**config.mk**
```make
export PLATFORM = sky130hd
export DESIGN_NAME = trng_reader_flat
export DESIGN_NICKNAME = d
export VERILOG_FILES = /design/src/rtl/trng_reader_if.sv /design/src/rtl/trng_reader.sv /design/src/flat_wrapper.sv
export SDC_FILE = /design/constraint.sdc
export NUM_CORES = 1
export LEC_CHECK = 0
export ABC_AREA = 1
export CAP_MARGIN = 20
export CORE_MARGIN = 2
export CORE_UTILIZATION = 50
export CTS_BUF_LIST = sky130_fd_sc_hd__clkbuf_4
export CTS_CLUSTER_SIZE = 30
export DETAILED_ROUTE_END_ITERATION = 10
export DONT_BUFFER_PORTS = 1
export SLEW_MARGIN = 20
export SYNTH_ARGS = -nofsm -noshare
export SYNTH_HDL_FRONTEND = slang
export SYNTH_SLANG_ARGS = --single-unit
export TNS_END_PERCENT = 30
```
**constraint.sdc**
```tcl
create_clock -name clk -period 9.3 [get_ports clk]
set_input_delay 0.93 -clock clk [delete_from_list [all_inputs] [get_ports clk]]
set_output_delay 0.93 -clock clk [all_outputs]
set_load 0.01 [all_outputs]
```
**src/rtl/trng_reader_if.sv**
```systemverilog
// trng_reader_if: bit-stream input, read handshake and status signals of the TRNG reader
interface trng_reader_if #(
    parameter int WORD_W     = 32,
    parameter int FIFO_DEPTH = 4
);
    logic                          bit_in;
    logic                          bit_valid;
    logic                          rd_req;
    logic                          clear_fail;
    logic [WORD_W-1:0]             rd_data;
    logic                          rd_valid;
    logic                          rd_err;
    logic [$clog2(FIFO_DEPTH):0]   level;
    logic                          health_fail;
    logic                          overflow;

    modport master (
        output bit_in, bit_valid, rd_req, clear_fail,
        input  rd_data, rd_valid, rd_err, level, health_fail, overflow
    );

    modport slave (
        input  bit_in, bit_valid, rd_req, clear_fail,
        output rd_data, rd_valid, rd_err, level, health_fail, overflow
    );
endinterface

```
**src/rtl/trng_reader.sv**
```systemverilog
// trng_reader: samples TRNG bits, runs a repetition-count health test, packs words into a FIFO for core reads
module trng_reader #(
    parameter int WORD_W     = 32,
    parameter int FIFO_DEPTH = 4,
    parameter int RCT_CUTOFF = 32
) (
    input logic          clk,
    input logic          rstn,
    trng_reader_if.slave bus
);
    localparam int AW = $clog2(FIFO_DEPTH);
    localparam int LW = AW + 1;
    localparam int CW = $clog2(WORD_W);
    localparam int RW = $clog2(RCT_CUTOFF + 1);
    localparam logic [CW-1:0] LAST = CW'(WORD_W - 1);
    localparam logic [RW-1:0] CUT  = RW'(RCT_CUTOFF);
    localparam logic [LW-1:0] FULL = LW'(FIFO_DEPTH);

    logic [WORD_W-1:0] sreg;
    logic [WORD_W-1:0] mem [FIFO_DEPTH];
    logic [CW-1:0]     bit_cnt;
    logic [RW-1:0]     run, run_nxt;
    logic              last_bit;
    logic [AW-1:0]     wr_ptr, rd_ptr;
    logic              sample, trip, complete, empty, pop, push, drop;

    // run == 0 marks "no previous bit", so the first bit after reset/clear starts a run of 1
    always_comb begin
        sample   = bus.bit_valid && !bus.health_fail && !bus.clear_fail;
        run_nxt  = (run != '0 && bus.bit_in == last_bit) ? ((run == CUT) ? run : run + 1'b1) : RW'(1);
        trip     = sample && run_nxt == CUT;
        complete = sample && bit_cnt == LAST && !trip;
        empty    = bus.level == '0;
        pop      = bus.rd_req && !empty;
        push     = complete && (bus.level != FULL || pop);
        drop     = complete && !push;
    end

    // shift register, bit counter and repetition-count tracking
    always_ff @(posedge clk) begin
        if (!rstn || bus.clear_fail) begin
            sreg     <= '0;
            bit_cnt  <= '0;
            run      <= '0;
            last_bit <= 1'b0;
        end else if (trip) begin
            sreg     <= '0;
            bit_cnt  <= '0;
            run      <= run_nxt;
            last_bit <= bus.bit_in;
        end else if (sample) begin
            sreg     <= {sreg[WORD_W-2:0], bus.bit_in};
            bit_cnt  <= (bit_cnt == LAST) ? '0 : bit_cnt + 1'b1;
            run      <= run_nxt;
            last_bit <= bus.bit_in;
        end
    end

    // sticky health and overflow flags; clear_fail wins over a same-cycle trip
    always_ff @(posedge clk) begin
        if (!rstn || bus.clear_fail) begin
            bus.health_fail <= 1'b0;
            bus.overflow    <= 1'b0;
        end else begin
            if (trip) bus.health_fail <= 1'b1;
            if (drop) bus.overflow    <= 1'b1;
        end
    end

    // FIFO storage: completed word enters at the write pointer
    always_ff @(posedge clk) begin
        if (push) mem[wr_ptr] <= {sreg[WORD_W-2:0], bus.bit_in};
    end

    // FIFO pointers and level; a health trip flushes everything
    always_ff @(posedge clk) begin
        if (!rstn || trip) begin
            wr_ptr    <= '0;
            rd_ptr    <= '0;
            bus.level <= '0;
        end else begin
            if (push) wr_ptr <= wr_ptr + 1'b1;
            if (pop)  rd_ptr <= rd_ptr + 1'b1;
            bus.level <= bus.level + LW'(push) - LW'(pop);
        end
    end

    // read response one cycle after the request, taken from the pre-flush FIFO state
    always_ff @(posedge clk) begin
        if (!rstn) begin
            bus.rd_valid <= 1'b0;
            bus.rd_err   <= 1'b0;
            bus.rd_data  <= '0;
        end else begin
            bus.rd_valid <= bus.rd_req;
            bus.rd_err   <= bus.rd_req && empty;
            if (bus.rd_req) bus.rd_data <= empty ? '0 : mem[rd_ptr];
        end
    end
endmodule

```
**src/flat_wrapper.sv**
```systemverilog
// flat-port wrapper written by rule: the top's interface ports become plain ports
module trng_reader_flat 
#(
    parameter int WORD_W     = 32,
    parameter int FIFO_DEPTH = 4,
    parameter int RCT_CUTOFF = 32
)
  (clk, rstn, bus_bit_in, bus_bit_valid, bus_rd_req, bus_clear_fail, bus_rd_data, bus_rd_valid, bus_rd_err, bus_level, bus_health_fail, bus_overflow);
  trng_reader_if #(.WORD_W(WORD_W), .FIFO_DEPTH(FIFO_DEPTH)) bus_i ();
  input logic clk;
  input logic rstn;
  input wire logic [$bits(bus_i.bit_in)-1:0] bus_bit_in;
  input wire logic [$bits(bus_i.bit_valid)-1:0] bus_bit_valid;
  input wire logic [$bits(bus_i.rd_req)-1:0] bus_rd_req;
  input wire logic [$bits(bus_i.clear_fail)-1:0] bus_clear_fail;
  output wire logic [$bits(bus_i.rd_data)-1:0] bus_rd_data;
  output wire logic [$bits(bus_i.rd_valid)-1:0] bus_rd_valid;
  output wire logic [$bits(bus_i.rd_err)-1:0] bus_rd_err;
  output wire logic [$bits(bus_i.level)-1:0] bus_level;
  output wire logic [$bits(bus_i.health_fail)-1:0] bus_health_fail;
  output wire logic [$bits(bus_i.overflow)-1:0] bus_overflow;
  assign bus_i.bit_in = bus_bit_in;
  assign bus_i.bit_valid = bus_bit_valid;
  assign bus_i.rd_req = bus_rd_req;
  assign bus_i.clear_fail = bus_clear_fail;
  assign bus_rd_data = bus_i.rd_data;
  assign bus_rd_valid = bus_i.rd_valid;
  assign bus_rd_err = bus_i.rd_err;
  assign bus_level = bus_i.level;
  assign bus_health_fail = bus_i.health_fail;
  assign bus_overflow = bus_i.overflow;
  trng_reader #(.WORD_W(WORD_W), .FIFO_DEPTH(FIFO_DEPTH), .RCT_CUTOFF(RCT_CUTOFF)) u_core (.clk(clk), .rstn(rstn), .bus(bus_i));
endmodule
```
# Word level (Yosys, flattened, before mapping)
# Memory sizes are Yosys's and may differ from the RTL's. A register that Yosys moved wholly into a read port is not among the register bits.
# Index checks and enable logic that the tools add are counted.
# W data, S select, Z words.
# totals
wordCells	59
inputBits	6
mem_count	1
register_bits	86
ramBits	128
# mem_list
memory	words	word_bits	rd	rd_clocked_by_memory_dff	write_ports	line	text
u_core.mem	4	32	1	1	1	trng_reader.sv:20	logic [WORD_W-1:0] mem [FIFO_DEPTH];
# op_classes
mux	12
n_reduce_logical	23
eq_ne	5
addsub	6
# ops
cell	n
$mux W32	1
$mux W6	4
$eq A6 B6 Y1 const B	2
$logic_and A1 B1 Y1	10
$add A6 B1 Y6 const B	1
$logic_not A1 Y1	6
$reduce_bool A6 Y1	1
$add A5 B1 Y5 const B	1
$eq A5 B5 Y1 const B	1
$mux W5	1
$add A2 B1 Y2 const B	2
$mux W1	4
$mux W2	2
$add A3 B1 Y3	1
$logic_not A3 Y1	1
$logic_or A1 B1 Y1	3
$ne A3 B3 Y1 const B	1
$sub A3 B1 Y3	1
$reduce_bool A2 Y1	1
$reduce_or A2 Y1	1
$eq A1 B1 Y1	1

# Logic depth before layout (Yosys ltp)
# Gate-level depths: netlist of run 1.
# logic_depth
word_depth	10
depth_mapped	17

# Least setup slack after synthesis of run 1
# No wires, ideal clock.
# synth_timing
kind	input -> register
start	input port bus_clear_fail
end	memory u_core.mem[0][0], enable pin
required_ns	8.879
arrival_ns	3.037
setup_slack_ns	5.842
n_path_buf	0
stages	7
setup_ns	0.421
cell_sequence	inv_1 > nand3_1 > clkinv_1 > nand2_1 > inv_1 > nand3_2 > nor2_1
# synth_between
elab_chain_cells	8
# synth_rtl
item	line	text
start, declared	flat_wrapper.sv:15	input wire logic [$bits(bus_i.clear_fail)-1:0] bus_clear_fail;
$logic_not A1 Y1 (*)	trng_reader.sv:29	sample = bus.bit_valid && !bus.health_fail && !bus.clear_fail;
$logic_and A1 B1 Y1 (*)	trng_reader.sv:29	
$logic_and A1 B1 Y1	trng_reader.sv:31	trip = sample && run_nxt == CUT;
$logic_not A1 Y1	trng_reader.sv:32	complete = sample && bit_cnt == LAST && !trip;
$logic_and A1 B1 Y1 (*)	trng_reader.sv:32	
$logic_and A1 B1 Y1 (*)	trng_reader.sv:35	push = complete && (bus.level != FULL || pop);
$mux W1 (*)	trng_reader.sv:72	if (push) mem[wr_ptr] <= {sreg[WORD_W-2:0], bus.bit_in};
$mux W1 (implied by the code) (*)	trng_reader.sv:72	
end, declared	trng_reader.sv:20	
# Mark *: on every way between the ends. The rest lies on a longest branch, timed or not.

# Worst setup path in the final report of run 1
# layout_timing
start	register u_core.run[0]
end	register u_core.bus.level[2]
# layout_between
elab_chain_cells	10
# layout_rtl
item	line	text
start, declared	trng_reader.sv:22	logic [RW-1:0] run, run_nxt;
start signal, assigned	trng_reader.sv:49	run <= run_nxt;
start signal, assigned	trng_reader.sv:54	run <= run_nxt;
$add A6 B1 Y6, or another cell as far along	trng_reader.sv:30	run_nxt = (run != '0 && bus.bit_in == last_bit) ? ((run == CUT) ? run : run + 1'b1) : RW'(1);
$mux W6 / $logic_and A1 B1 Y1 (equally long branches)	trng_reader.sv:30	
$mux W6 (*)	trng_reader.sv:30	
$eq A6 B6 Y1 (*)	trng_reader.sv:31	
$logic_and A1 B1 Y1 (*)	trng_reader.sv:31	
$logic_not A1 Y1 (*)	trng_reader.sv:32	
$logic_and A1 B1 Y1 (*)	trng_reader.sv:32	
$logic_and A1 B1 Y1 (*)	trng_reader.sv:35	
net u_core.push	trng_reader.sv:25	logic sample, trip, complete, empty, pop, push, drop;
$add A3 B1 Y3 (*)	trng_reader.sv:84	bus.level <= bus.level + LW'(push) - LW'(pop);
$sub A3 B1 Y3 (*)	trng_reader.sv:84	
end signal, assigned	trng_reader.sv:84	
end, declared	trng_reader_if.sv:24	output rd_data, rd_valid, rd_err, level, health_fail, overflow
# The timed path passes the listed nets; every way through them passes the cells marked *.
# A chain may end at the register's enable or synchronous reset.

==> results.md, run 1 <==
- Final TNS setup: 0 ns
- Vert. Die Dim: around 130 microns
- Fraction of the mapped netlist area in simple logic gates: 14.5%
- Number of cells on the worst reg-to-reg path: 15
- Number of H-tree levels: 2
- Fraction of the mapped netlist area in compound gates: approximately an eighth
- Clock net sink count: approximately 220
- Worst slew pin tran: 0.666 ns
- Fill cells: ~1400
- Distinct cells, synth: 30
- Sequential-to-total area share from yosys stat: 67.4%
- Area of the core: 0.0164 sq mm
- Power density relative to cell area: about 230 mW/mm^2
- Largest cells by area after synthesis: edfxtp_1 (46%), dfxtp_1 (21%), nand2_1 (7.1%)
- Die X: approximately 130 microns
- Most Used Layer, Global Route: met2
- Initial detailed-routing violation count: 250
- Count of port buffers added during placement: 0
- Type of the setup path with the least slack: flop to flop
- Postcts setup bufs: 0
- Starting density of the core: between 50% and 60%
- Post-layout net count: ~810
- Leading area contributor after synthesis: edfxtp_1
- Area share of the leading cell type in the synthesized netlist: between 40% and 50%
- Post-synthesis cell area: 0.00832 sq mm
- Max Buffers Root-to-Sink: 3
- Met2 routing resource usage after global routing: 32.0%
- Clock latency on the worst-skew pair: 0.64 ns
- Period minus WS final: approximately 2.8 ns
- Worst hold path cell count: 0
- Cell with the most instances after synthesis: nand2_1
- Cell row count: 47
- Mapped Nets: a little under 800
- CP Max Fanout: 8
- Length of the first detailed-routing pass in iterations: 4
- Sequential cell area: about 0.0056 sq mm
- Number of standard cells after synthesis: between 700 and 800
- Multi-input gate area: between 0.002 and 0.0025 sq mm
- Setup repair after global routing missed its margin: no
- Post-Place Setup Slack: between 5 and 6 ns
- First-pass GRT wire length: 26400 microns
- Total number of vias: ~5500
- Status: finished clean
- GRT Util Overall: between 10% and 20%
- Number of enable-type register cells in the synthesized netlist: roughly 130
- Final estimated routing congestion in global placement: ~0.77
- Adder-cell area share of the yosys netlist: 1.74%
- Count of nets left with antenna violations after detail routing: 0
- Maximum VDD drop: about 95 uV
- Layout overhead on the synthesized area: 10.5%
- DR WL/cell: around 15 microns
- Library cell used as clock root buffer: clkbuf_4
- Ports: 45
- Global route overflow: 0
- Clock tree from TritonCTS: yes
- Number of maximum-capacitance violations: 0
- Launching element type of the critical path: flop
- Total CTS buffers: 53
- Share of post-route cells with drive strength above 1: between 15 and 20%
- Diode count: 0
- Global Route met3 Usage: roughly 5.4%
- HPWL after detailed placement: just under 9000 microns
- Met1 Use GR: 22.6%
- Dominant synthesized flop cell: edfxtp_1
- Hold buffers post-CTS: 0
- Ys Warns: 0
- Period Utilization, post-route: 29.9%
- Area share of xor/xnor cells in the synthesized design: less than 1%
- Seq cells post-synth: between 200 and 250
- Ys async rst share: 0%
- Aggregate routed wire length: roughly 16000 microns
- Static leakage: between 3 and 4 nW
- Initial antenna violation count: 0
- Arr. time, crit path: about 3.3 ns
- Full die area: 0.0177 sq mm
- Slew HR: 55.6%
- Reg clk slew, reported paths: 0.07 ns
- Worst min-delay path category: primary input to flop
- Gates resized, CTS repair: 0
- Required time of the worst setup path: a little under 10 ns
- Most common library cells after synthesis: nand2_1 (157), edfxtp_1 (128), nor2_1 (122)
- Via count of the first global-routing pass: around 5400
- Type of destination of the critical path: flop
- Pins over their slew limit: 0
- Proportion of synthesized area in mux cells: 0%
- Number of hold-slack violations in the final timing report: 0
- Endpoints failing setup: 0
- F_max: 360 MHz
- Worst-case setup margin in the final layout: 6.52 ns
- Ratio of routed vias to standard cells: between 5 and 6
- Maximum number of pins on one net before global-route repair: between 60 and 70
- Worst-case clock skew: 0.0193 ns
- Combinational family with the most area after synthesis: simple AND/OR/NAND/NOR gates
- Average cell area after synthesis: 10.9 sq um
- DRC violation count after routing: 0
==> registers in the layout (all words and copies together) (netlist names), 2 cells and up, named ones only <==
signal,count
u_core.rd_ptr,2
u_core.mem,128
u_core.run,6
u_core.bit_cnt,5
u_core.sreg,31
u_core.bus.level,3
u_core.wr_ptr,2
u_core.bus.rd_data,32
==> critical path: stages, from the launching register on <==
cell and delay, ns:
dfxtp_1 0.47, inv_1 0.10, ha_1 0.24, nand3_1 0.10, nand2_2 0.09, nor2_1 0.10, nand2_1 0.09, nor2_2 0.15
nand2_4 0.10, nand3_2 0.17, inv_1 0.06, ha_1 0.21, fa_1 0.37, xnor2_1 0.20, xor2_1 0.16, nor2_1 0.06
==> stage by stage <==
stage / instances / utilization [%] / hold WS (ns) / cell area (sq um) / power, mW
3_5_place_dp: 953 / 52.0 / 0.467 / 8530 / 1.41
4_1_cts: 1053 / 56.0 / 0.322 / 9190 / 2.15
5_1_grt: 1053 / 56.0 / 0.322 / 9190 / 2.24
6_report: 1053 / 56.0 / 0.390 / 9190 / 2.11
3_3_place_gp: 951 / 51.7 / 0.463 / 8480 / 1.39
2_1_floorplan: 764 / - / 0.454 / 8320 / 1.32
==> power breakdown <==
part           internal (mW)  total, mW  leakage [nW]  switching [mW]
clock network          0.367      0.726         0.390           0.358
logic                  0.111      0.305         0.858           0.194
registers               1.03       1.08          2.08          0.0459
total                   1.51       2.11          3.32           0.599
==> path summary, 6_finish.rpt <==
check	from	to	slack [ns]
setup / recovery	u_core.run[0]	u_core.bus.level[2]	6.52
hold / removal	bus_bit_in	u_core.mem[1][0]	0.39
setup reg to reg	u_core.run[0]	u_core.bus.level[2]	6.52
hold reg to reg	u_core.bit_cnt[4]	u_core.bit_cnt[4]	0.47
==> area by class of cell <==
cell class                 instances  share of cell area, %
sequential                       216                   61.1
multi-input combinational        467                   26.0
clock buffer                      73                   5.96
tap                              220                   3.00
inverter                          40                   1.63
timing repair buffer              10                   1.17
clock inverter                    27                   1.16
==> cells by family after synthesis <==
logic type / Yosys count
adder cells (fa/ha/maj): 11
XOR/XNOR: 6
AND/OR/NAND/NOR: 304
flip-flops: 216
buffers and inverters: 81
AO/OA/AOI/OAI: 146
==> routing by layer <==
metal / wire, microns / part of all wire [%]
met5: 0 / 0
met3: 855 / 5.3
met2: 7960 / 49
met4: 333 / 2.1
met1: 7060 / 44
==> placed cells by master (no fill, tap or decap), drive strengths merged, types with 10 or more instances in the layout <==
cell type / count
a21oi: 75
ha: 10
inv: 39
o21ai: 36
dfxtp: 88
nor2: 124
nand3: 12
buf: 10
o32ai: 32
clkinv: 28
edfxtp: 128
clkbuf: 73
nand2: 159
No activity file was read; power rests on OpenSTA's default activity.
==> inputs of run 2 (changes only) <==
- ABC_AREA: 1 -> 0
- clock period: 9.3 -> 2.9 ns (I/O delays scaled with it)
==> run 2 against run 1 <==
First-iteration DRC count shrank 13%. Critical path depth shrank 4. Via count shrank 12%. Maximum frequency decreased by 2.6%. Total power grew to 3.1 times the previous value. Final cell count down 14%. Largest power group unchanged.
==> results.md, run 2 <==
- Flip-flop count of the largest register after layout: 128 (unchanged)
- Aggregate routed wire length: 15900 microns (was 16200 microns)
- Arr. time, crit path: 3.39 ns (was 3.30 ns)
- DRC violation count after routing: 0 (unchanged)
- Slew HR: 62.7% (was 55.6%)
- Multi-input gate area: 0.00266 sq mm (was 0.00239 sq mm)
- Post-Place Setup Slack: 0.0192 ns (was 5.82 ns)
- Clock net sink count: 216 (unchanged)
- Placement-stage cell area: 0.00868 sq mm (was 0.00853 sq mm)
- Sequential cell area: 0.00561 sq mm (unchanged)
- Worst slew pin tran: 0.558 ns (was 0.666 ns)
- Fill cells: 1366 (was 1409)
- Number of cells on the worst reg-to-reg path: 11 (was 15)
- HPWL after detailed placement: 8580 microns (was 8850 microns)
- Worst reg2reg startpoint: u_core.run[0] (unchanged)
- Full die area: 0.0179 sq mm (was 0.0177 sq mm)
- Post-layout net count: 662 (was 805)
- GRT Util Overall: 18.5% (was 18.8%)
- First-pass GRT wire length: 25700 microns (was 26400 microns)
- Largest registers: u_core.mem x128, u_core.bus.rd_data x32, u_core.sreg x31 (unchanged)
- Ys Warns: 0 (unchanged)
- Required time of the worst setup path: 3.43 ns (was 9.82 ns)
- Number of maximum-capacitance violations: 0 (unchanged)
- Type of destination of the critical path: flop (unchanged)
- Pins over their slew limit: 0 (unchanged)
- Static leakage: 3.35 nW (was 3.32 nW)
- Final estimated routing congestion in global placement: 0.842 (was 0.772)
- Mapped Nets: 612 (was 781)
- Library cell used as clock root buffer: clkbuf_4 (unchanged)
- Ys async rst share: 0% (unchanged)
- Number of standard cells after synthesis: 595 (was 764)
- Launching element type of the critical path: flop (unchanged)
- F_max: 350 MHz (was 360 MHz)
- Sequential-to-total area share from yosys stat: 66.6% (was 67.4%)
- Power density relative to cell area: 692 mW/mm^2 (was 230 mW/mm^2)
- Ports: 45 (unchanged)
- Maximum number of pins on one net before global-route repair: 48 (was 66)
- Cell row count: 47 (unchanged)
- Clock latency on the worst-skew pair: 0.63 ns (was 0.64 ns)
- Ratio of routed vias to standard cells: 5.27 (was 5.20)
- Period Utilization, post-route: 98.5% (was 29.9%)
- DR WL/cell: 17.5 microns (was 15.4 microns)
- Number of H-tree levels: 2 (unchanged)
- Distinct cells, synth: 47 (was 30)
- Maximum VDD drop: 542 uV (was 95.5 uV)
- Die X: 134 microns (was 133 microns)
- Period minus WS final: 2.86 ns (was 2.78 ns)
- Count of nets left with antenna violations after detail routing: 0 (unchanged)
- Leading area contributor after synthesis: edfxtp_1 (unchanged)
- Reg clk slew, reported paths: 0.07 ns (about the same)
- Vert. Die Dim: 134 microns (was 133 microns)
- Initial antenna violation count: 1 (was 0)
- Worst-case setup margin in the final layout: 0.0446 ns (was 6.52 ns)
- Status: finished clean (unchanged)
- Largest reg by FF count: u_core.mem (unchanged)
- Number of hold-slack violations in the final timing report: 0 (unchanged)
- Share of post-route cells with drive strength above 1: 28.0% (was 16.1%)
- Area of the core: 0.0165 sq mm (was 0.0164 sq mm)
- Total CTS buffers: 54 (was 53)
- Layout overhead on the synthesized area: 13.9% (was 10.5%)
- Worst min-delay path category: primary input to flop (unchanged)
- Seq cells post-synth: 216 (unchanged)
- Post-synthesis cell area: 0.00842 sq mm (was 0.00832 sq mm)
- Reg2Reg Setup Slack: 0.04 ns (was 6.52 ns)
- CP Max Fanout: 6 (was 8)
- Via count of the first global-routing pass: 5092 (was 5409)
- Type of the setup path with the least slack: flop to flop (unchanged)
- Worst-case clock skew: 0.0205 ns (was 0.0193 ns)
- Most common cell after layout, fill and taps aside: edfxtp_1 (was nand2_1)
- Reg-to-Reg End: u_core.bus.level[2] (unchanged)
- Area share of the leading cell type in the synthesized netlist: 45.7% (was 46.2%)
- Most common library cells after synthesis: edfxtp_1 (128), dfxtp_1 (88), nand2_1 (72) (was nand2_1 (157), edfxtp_1 (128), nor2_1 (122))
- End of the critical path: u_core.bus.level[2] (unchanged)
- Total number of vias: 4797 (was 5474)
- Dominant synthesized flop cell: edfxtp_1 (unchanged)
- Number of enable-type register cells in the synthesized netlist: 128 (unchanged)
- Post-route design area: 0.00959 sq mm (was 0.00919 sq mm)
- Global route overflow: 0 (unchanged)
- Max Buffers Root-to-Sink: 3 (unchanged)
- Average cell area after synthesis: 14.1 sq um (was 10.9 sq um)
- Count of port buffers added during placement: 0 (unchanged)
- Cell with the most instances after synthesis: edfxtp_1 (was nand2_1)
- Clock tree from TritonCTS: yes (unchanged)
- Length of the first detailed-routing pass in iterations: 4 (unchanged)
- Initial detailed-routing violation count: 218 (was 250)
- Most frequent cells in the layout: edfxtp_1 (128), dfxtp_1 (86), clkbuf_4 (83) (was nand2_1 (157), edfxtp_1 (128), nor2_1 (118))
- Endpoints failing setup: 0 (unchanged)
- Largest cells by area after synthesis: edfxtp_1 (46%), dfxtp_1 (21%), mux4_2 (8.6%) (was edfxtp_1 (46%), dfxtp_1 (21%), nand2_1 (7.1%))
- Starting density of the core: 50.9% (was 50.7%)
- Crit path launch: u_core.run[0] (unchanged)
## run 2: what timing repair did
action	in CTS	in global routing
endpoints found under the setup margin	0	2
buffers inserted	0	4
hold endpoints to repair	56	0
hold buffers	8	0
gates resized for setup	0	12
## run 2: cells by family (layout without fill, tap and decap cells)
kind of cell	Yosys count	count (layout)	synth area share (%)
flops	216	216	66.6
simple gates	189	189	12.0
mux	33	33	8.70
other cells	0	1	0
compound gates	94	94	7.70
fa+ha+maj	11	11	1.72
xor+xnor	7	7	0.728
buf+inv	45	139	2.59
## run 2: where the power goes
part / total (mW) / switching [mW] / leakage, nW / internal (mW)
logic: 0.658 / 0.354 / 0.863 / 0.304
clock network: 2.55 / 1.16 / 0.428 / 1.40
registers: 3.42 / 0.137 / 2.06 / 3.29
total: 6.63 / 1.65 / 3.35 / 4.99
## run 2: per-layer routing
layer	up-vias	track usage (%)	share of wire, %
li1	2315	-	-
met1	2346	23.1	46
met2	115	30.2	48
met3	21	5.71	5.0
met4	0	7.39	1.7
met5	-	0	0
## run 2: final cells by class
cell class                      instances  share of cell area [%]
Inverter                               10                   0.418
Clock buffer                           83                    6.50
Sequential cell                       216                    58.5
Antenna cell                            1                  0.0261
Timing Repair Buffer                   29                    2.95
Clock inverter                         17                   0.979
Tap cell                              220                    2.87
Multi-Input combinational cell        334                    27.7
## run 2: per-stage QoR
| stage | TNS, ns | util [%] | hold slack [ns] | instances | power [mW] |
|---|---|---|---|---|---|
| 2_1_floorplan | 0 | - | 0.389 | 595 | 3.96 |
| 3_3_place_gp | 0 | 52.5 | 0.389 | 797 | 4.10 |
| 3_5_place_dp | 0 | 52.5 | 0.389 | 797 | 4.11 |
| 4_1_cts | 0 | 57.5 | 0.0315 | 905 | 6.74 |
| 5_1_grt | -0.0374 | 58.0 | 0.0785 | 910 | 6.97 |
| 6_report | 0 | 58.0 | 0.114 | 910 | 6.63 |
## run 2: worst min path at each step
stage	start	to	slack (ns)	cells after the start
floorplan	bus_bit_in	u_core.mem[0][0]	0.39	0
global placement	bus_bit_in	u_core.mem[1][0]	0.39	0
detailed placement	bus_bit_in	u_core.mem[0][0]	0.39	0
CTS	bus_clear_fail	u_core.bus.health_fail	0.03	4
global route	bus_clear_fail	u_core.bus.health_fail	0.08	4
finish	bus_clear_fail	u_core.bus.health_fail	0.11	4
## run 2: worst max-delay path, cell delays in order (launching register included)
cell and delay (ns):
dfxtp_4 0.37, inv_4 0.08, ha_4 0.14, or4b_4 0.49
nor3_4 0.24, a311oi_4 0.07, or3_4 0.41, and2_4 0.17
ha_4 0.15, fa_2 0.35, xnor2_1 0.12, and3_1 0.16
==> inputs of run 3 (changes only) <==
- clock period: 2.9 -> 3.69 ns (I/O delays scaled with it)
==> run 3 against run 2 <==
Worst hold slack got worse by 0.044 ns. Maximum frequency shrank 9.0%. Critical path type unchanged. Critical path depth unchanged. Non-clock buffer count decreased by 12. Die area did not move. First-iteration DRC count up 5.0%. Routed wire length grew 0.51%. Core utilization down 0.91 points. Clock power shrank 19%.
==> results.md, run 3 (synthesis results as in run 2) <==
- Status: finished clean (unchanged)
- Total CTS buffers: 54 (unchanged)
- DR WL/cell: 17.8 microns (was 17.5 microns)
- Most frequent cells in the layout: edfxtp_1 (128), clkbuf_4 (88), dfxtp_1 (86) (was edfxtp_1 (128), dfxtp_1 (86), clkbuf_4 (83))
- Switching power as a share of total power: 24.7% (was 24.8%)
- Critical path cell sequence: inv_1 -> ha_1 -> or4b_4 -> nand2b_1 -> a211oi_4 -> or3_4 -> and2_1 -> ha_1 -> fa_1 -> xnor2_1 -> and3_1 (was inv_4 -> ha_4 -> or4b_4 -> nor3_4 -> a311oi_4 -> or3_4 -> and2_4 -> ha_4 -> fa_2 -> xnor2_1 -> and3_1)
- Number of logic stages on the critical path including buffering: 11 (unchanged)
- Post-layout net count: 650 (was 662)
- DRC violation count after routing: 0 (unchanged)
- Area of the core: 0.0165 sq mm (unchanged)
- Vert. Die Dim: 134 microns (unchanged)
- Worst hold start: rstn (was bus_clear_fail)
- Via count of the first global-routing pass: 4948 (was 5092)
- Clock share of power: 39.5% (was 38.5%)
- Slowest stage delay, CP: 0.49 ns (about the same)
- Worst min-delay path category: primary input to flop (unchanged)
- Global route overflow: 0 (unchanged)
- Reg2Reg Setup Slack: 0.55 ns (was 0.04 ns)
- F_max: 319 MHz (was 350 MHz)
- Crit-path slowest cell: or4b_4 (unchanged)
- Power density relative to cell area: 556 mW/mm^2 (was 692 mW/mm^2)
- Clock net sink count: 216 (unchanged)
- Largest registers: u_core.mem x128, u_core.bus.rd_data x32, u_core.sreg x31 (unchanged)
- CP Max Fanout: 13 (was 6)
- Type of destination of the critical path: flop (unchanged)
- Number of cells on the worst reg-to-reg path: 11 (unchanged)
- Period minus WS final: 3.14 ns (was 2.86 ns)
- Ports: 45 (unchanged)
- HPWL after detailed placement: 8120 microns (was 8580 microns)
- Most common cell after layout, fill and taps aside: edfxtp_1 (unchanged)
- Number of H-tree levels: 2 (unchanged)
- Postcts setup bufs: 0 (unchanged)
- Die X: 134 microns (unchanged)
- Ratio of routed vias to standard cells: 5.29 (was 5.27)
- Final estimated routing congestion in global placement: 0.816 (was 0.842)
- Number of maximum-capacitance violations: 0 (unchanged)
- Final Power: 5.25 mW (was 6.63 mW)
- GRT Util Overall: 18.9% (was 18.5%)
- Layout overhead on the synthesized area: 12.1% (was 13.9%)
- Maximum VDD drop: 437 uV (was 542 uV)
- Period Utilization, post-route: 85.0% (was 98.5%)
- Largest reg by FF count: u_core.mem (unchanged)
- Aggregate routed wire length: 16000 microns (was 15900 microns)
- Fill cells: 1386 (was 1366)
- Reg clk slew, reported paths: 0.07 ns (about the same)
- Portion of total power attributed to sequential cells: 51.3% (was 51.6%)
- Initial detailed-routing violation count: 229 (was 218)
- Maximum number of pins on one net before global-route repair: 48 (unchanged)
- Flip-flop count of the largest register after layout: 128 (unchanged)
- Initial antenna violation count: 1 (unchanged)
- Length of the first detailed-routing pass in iterations: 6 (was 4)
- Slew HR: 37.6% (was 62.7%)
- Dominant cell type by count on the critical path: ha_1 (was ha_4)
- Logic pwr share: 9.1% (was 9.9%)
- Worst-case clock skew: 0.0330 ns (was 0.0205 ns)
- Library cell used as clock root buffer: clkbuf_4 (unchanged)
- Total internal power: 3.95 mW (was 4.99 mW)
- Type of the setup path with the least slack: flop to flop (unchanged)
- Worst slew pin tran: 0.935 ns (was 0.558 ns)
- Pins over their slew limit: 0 (unchanged)
- End of the critical path: u_core.bus.level[2] (unchanged)
- Buf+Inv Stages, Crit Path: 1 (unchanged)
- Setup repair after global routing missed its margin: no
- Full die area: 0.0179 sq mm (unchanged)
- Clock tree from TritonCTS: yes (unchanged)
- Clock latency on the worst-skew pair: 0.66 ns (was 0.63 ns)
- Endpoints failing setup: 0 (unchanged)
- Reg-to-Reg End: u_core.bus.level[2] (unchanged)
- Worst reg2reg startpoint: u_core.run[0] (unchanged)
- Count of nets left with antenna violations after detail routing: 0 (unchanged)
- Launching element type of the critical path: flop (unchanged)
- Crit path launch: u_core.run[0] (unchanged)
- Arr. time, crit path: 3.68 ns (was 3.39 ns)
- Static leakage: 3.30 nW (was 3.35 nW)
- Worst Hold Margin: 0.0695 ns (was 0.114 ns)
- Final core area utilization: 57.1% (was 58.0%)
- First-pass GRT wire length: 25800 microns (was 25700 microns)
- Total number of vias: 4758 (was 4797)
- Starting density of the core: 50.9% (unchanged)
- Switching pwr: 1.29 mW (was 1.65 mW)
- Number of hold-slack violations in the final timing report: 0 (unchanged)
- Category of cells accounting for the largest share of critical-path delay: simple AND/OR/NAND/NOR gates (unchanged)
- Share of post-route cells with drive strength above 1: 26.5% (was 28.0%)
- Count of port buffers added during placement: 0 (unchanged)
- Final TNS setup: 0 ns (unchanged)
- Required time of the worst setup path: 4.23 ns (was 3.43 ns)
- Max Buffers Root-to-Sink: 3 (unchanged)
- Cell row count: 47 (unchanged)
run 3: worst min path at each step:
stage | end | slack, ns | cells after the start
after global routing | u_core.bus.rd_valid | 0.06 | 2
final | u_core.last_bit | 0.07 | 2
after floorplan | u_core.last_bit | 0.45 | 2
after global placement | u_core.last_bit | 0.45 | 2
after CTS | u_core.last_bit | 0.02 | 2
after detailed placement | u_core.last_bit | 0.46 | 2
run 3: area by class of cell:
cell class                 instances  area [sq um]  area share [%]
timing repair buffer              17           178            1.88
clock buffer                      88           661            7.00
multi-input combinational        334          2600            27.5
clock inverter                    13          77.6           0.822
antenna                            1          2.50          0.0265
tap                              220           275            2.92
sequential                       216          5610            59.4
inverter                          10          37.5           0.398
run 3: power by group through the flow:
stage | sequential, mW | clock [mW] | combinational, mW
4_1_cts | 2.70 | 2.15 | 0.495
2_1_floorplan | 2.69 | 0 | 0.420
6_report | 2.69 | 2.07 | 0.479
3_5_place_dp | 2.75 | 0 | 0.470
5_1_grt | 2.71 | 2.26 | 0.535
3_3_place_gp | 2.75 | 0 | 0.458
run 3: per-layer routing:
metal  vias up  GRT usage [%]  part of all wire, %
met1      2343           25.2                   46
met5         -              0                    0
met4         0           7.45                  1.9
met2       106           30.0                   48
li1       2284              -                    -
met3        25           4.53                  4.7
run 3: timing repair:
action,4_1_cts,5_1_grt
resized for setup,0,0
hold buffers,7,0
hold endpoints to repair,51,0
run 3: through the flow:
step / cells / setup WS, ns / instance area (sq um)
floorplan: 595 / 0.716 / 8420
finish: 899 / 0.553 / 9440
global placement: 790 / 0.707 / 8610
detailed placement: 790 / 0.554 / 8610
CTS: 898 / 0.562 / 9440
global route: 899 / 0.430 / 9440
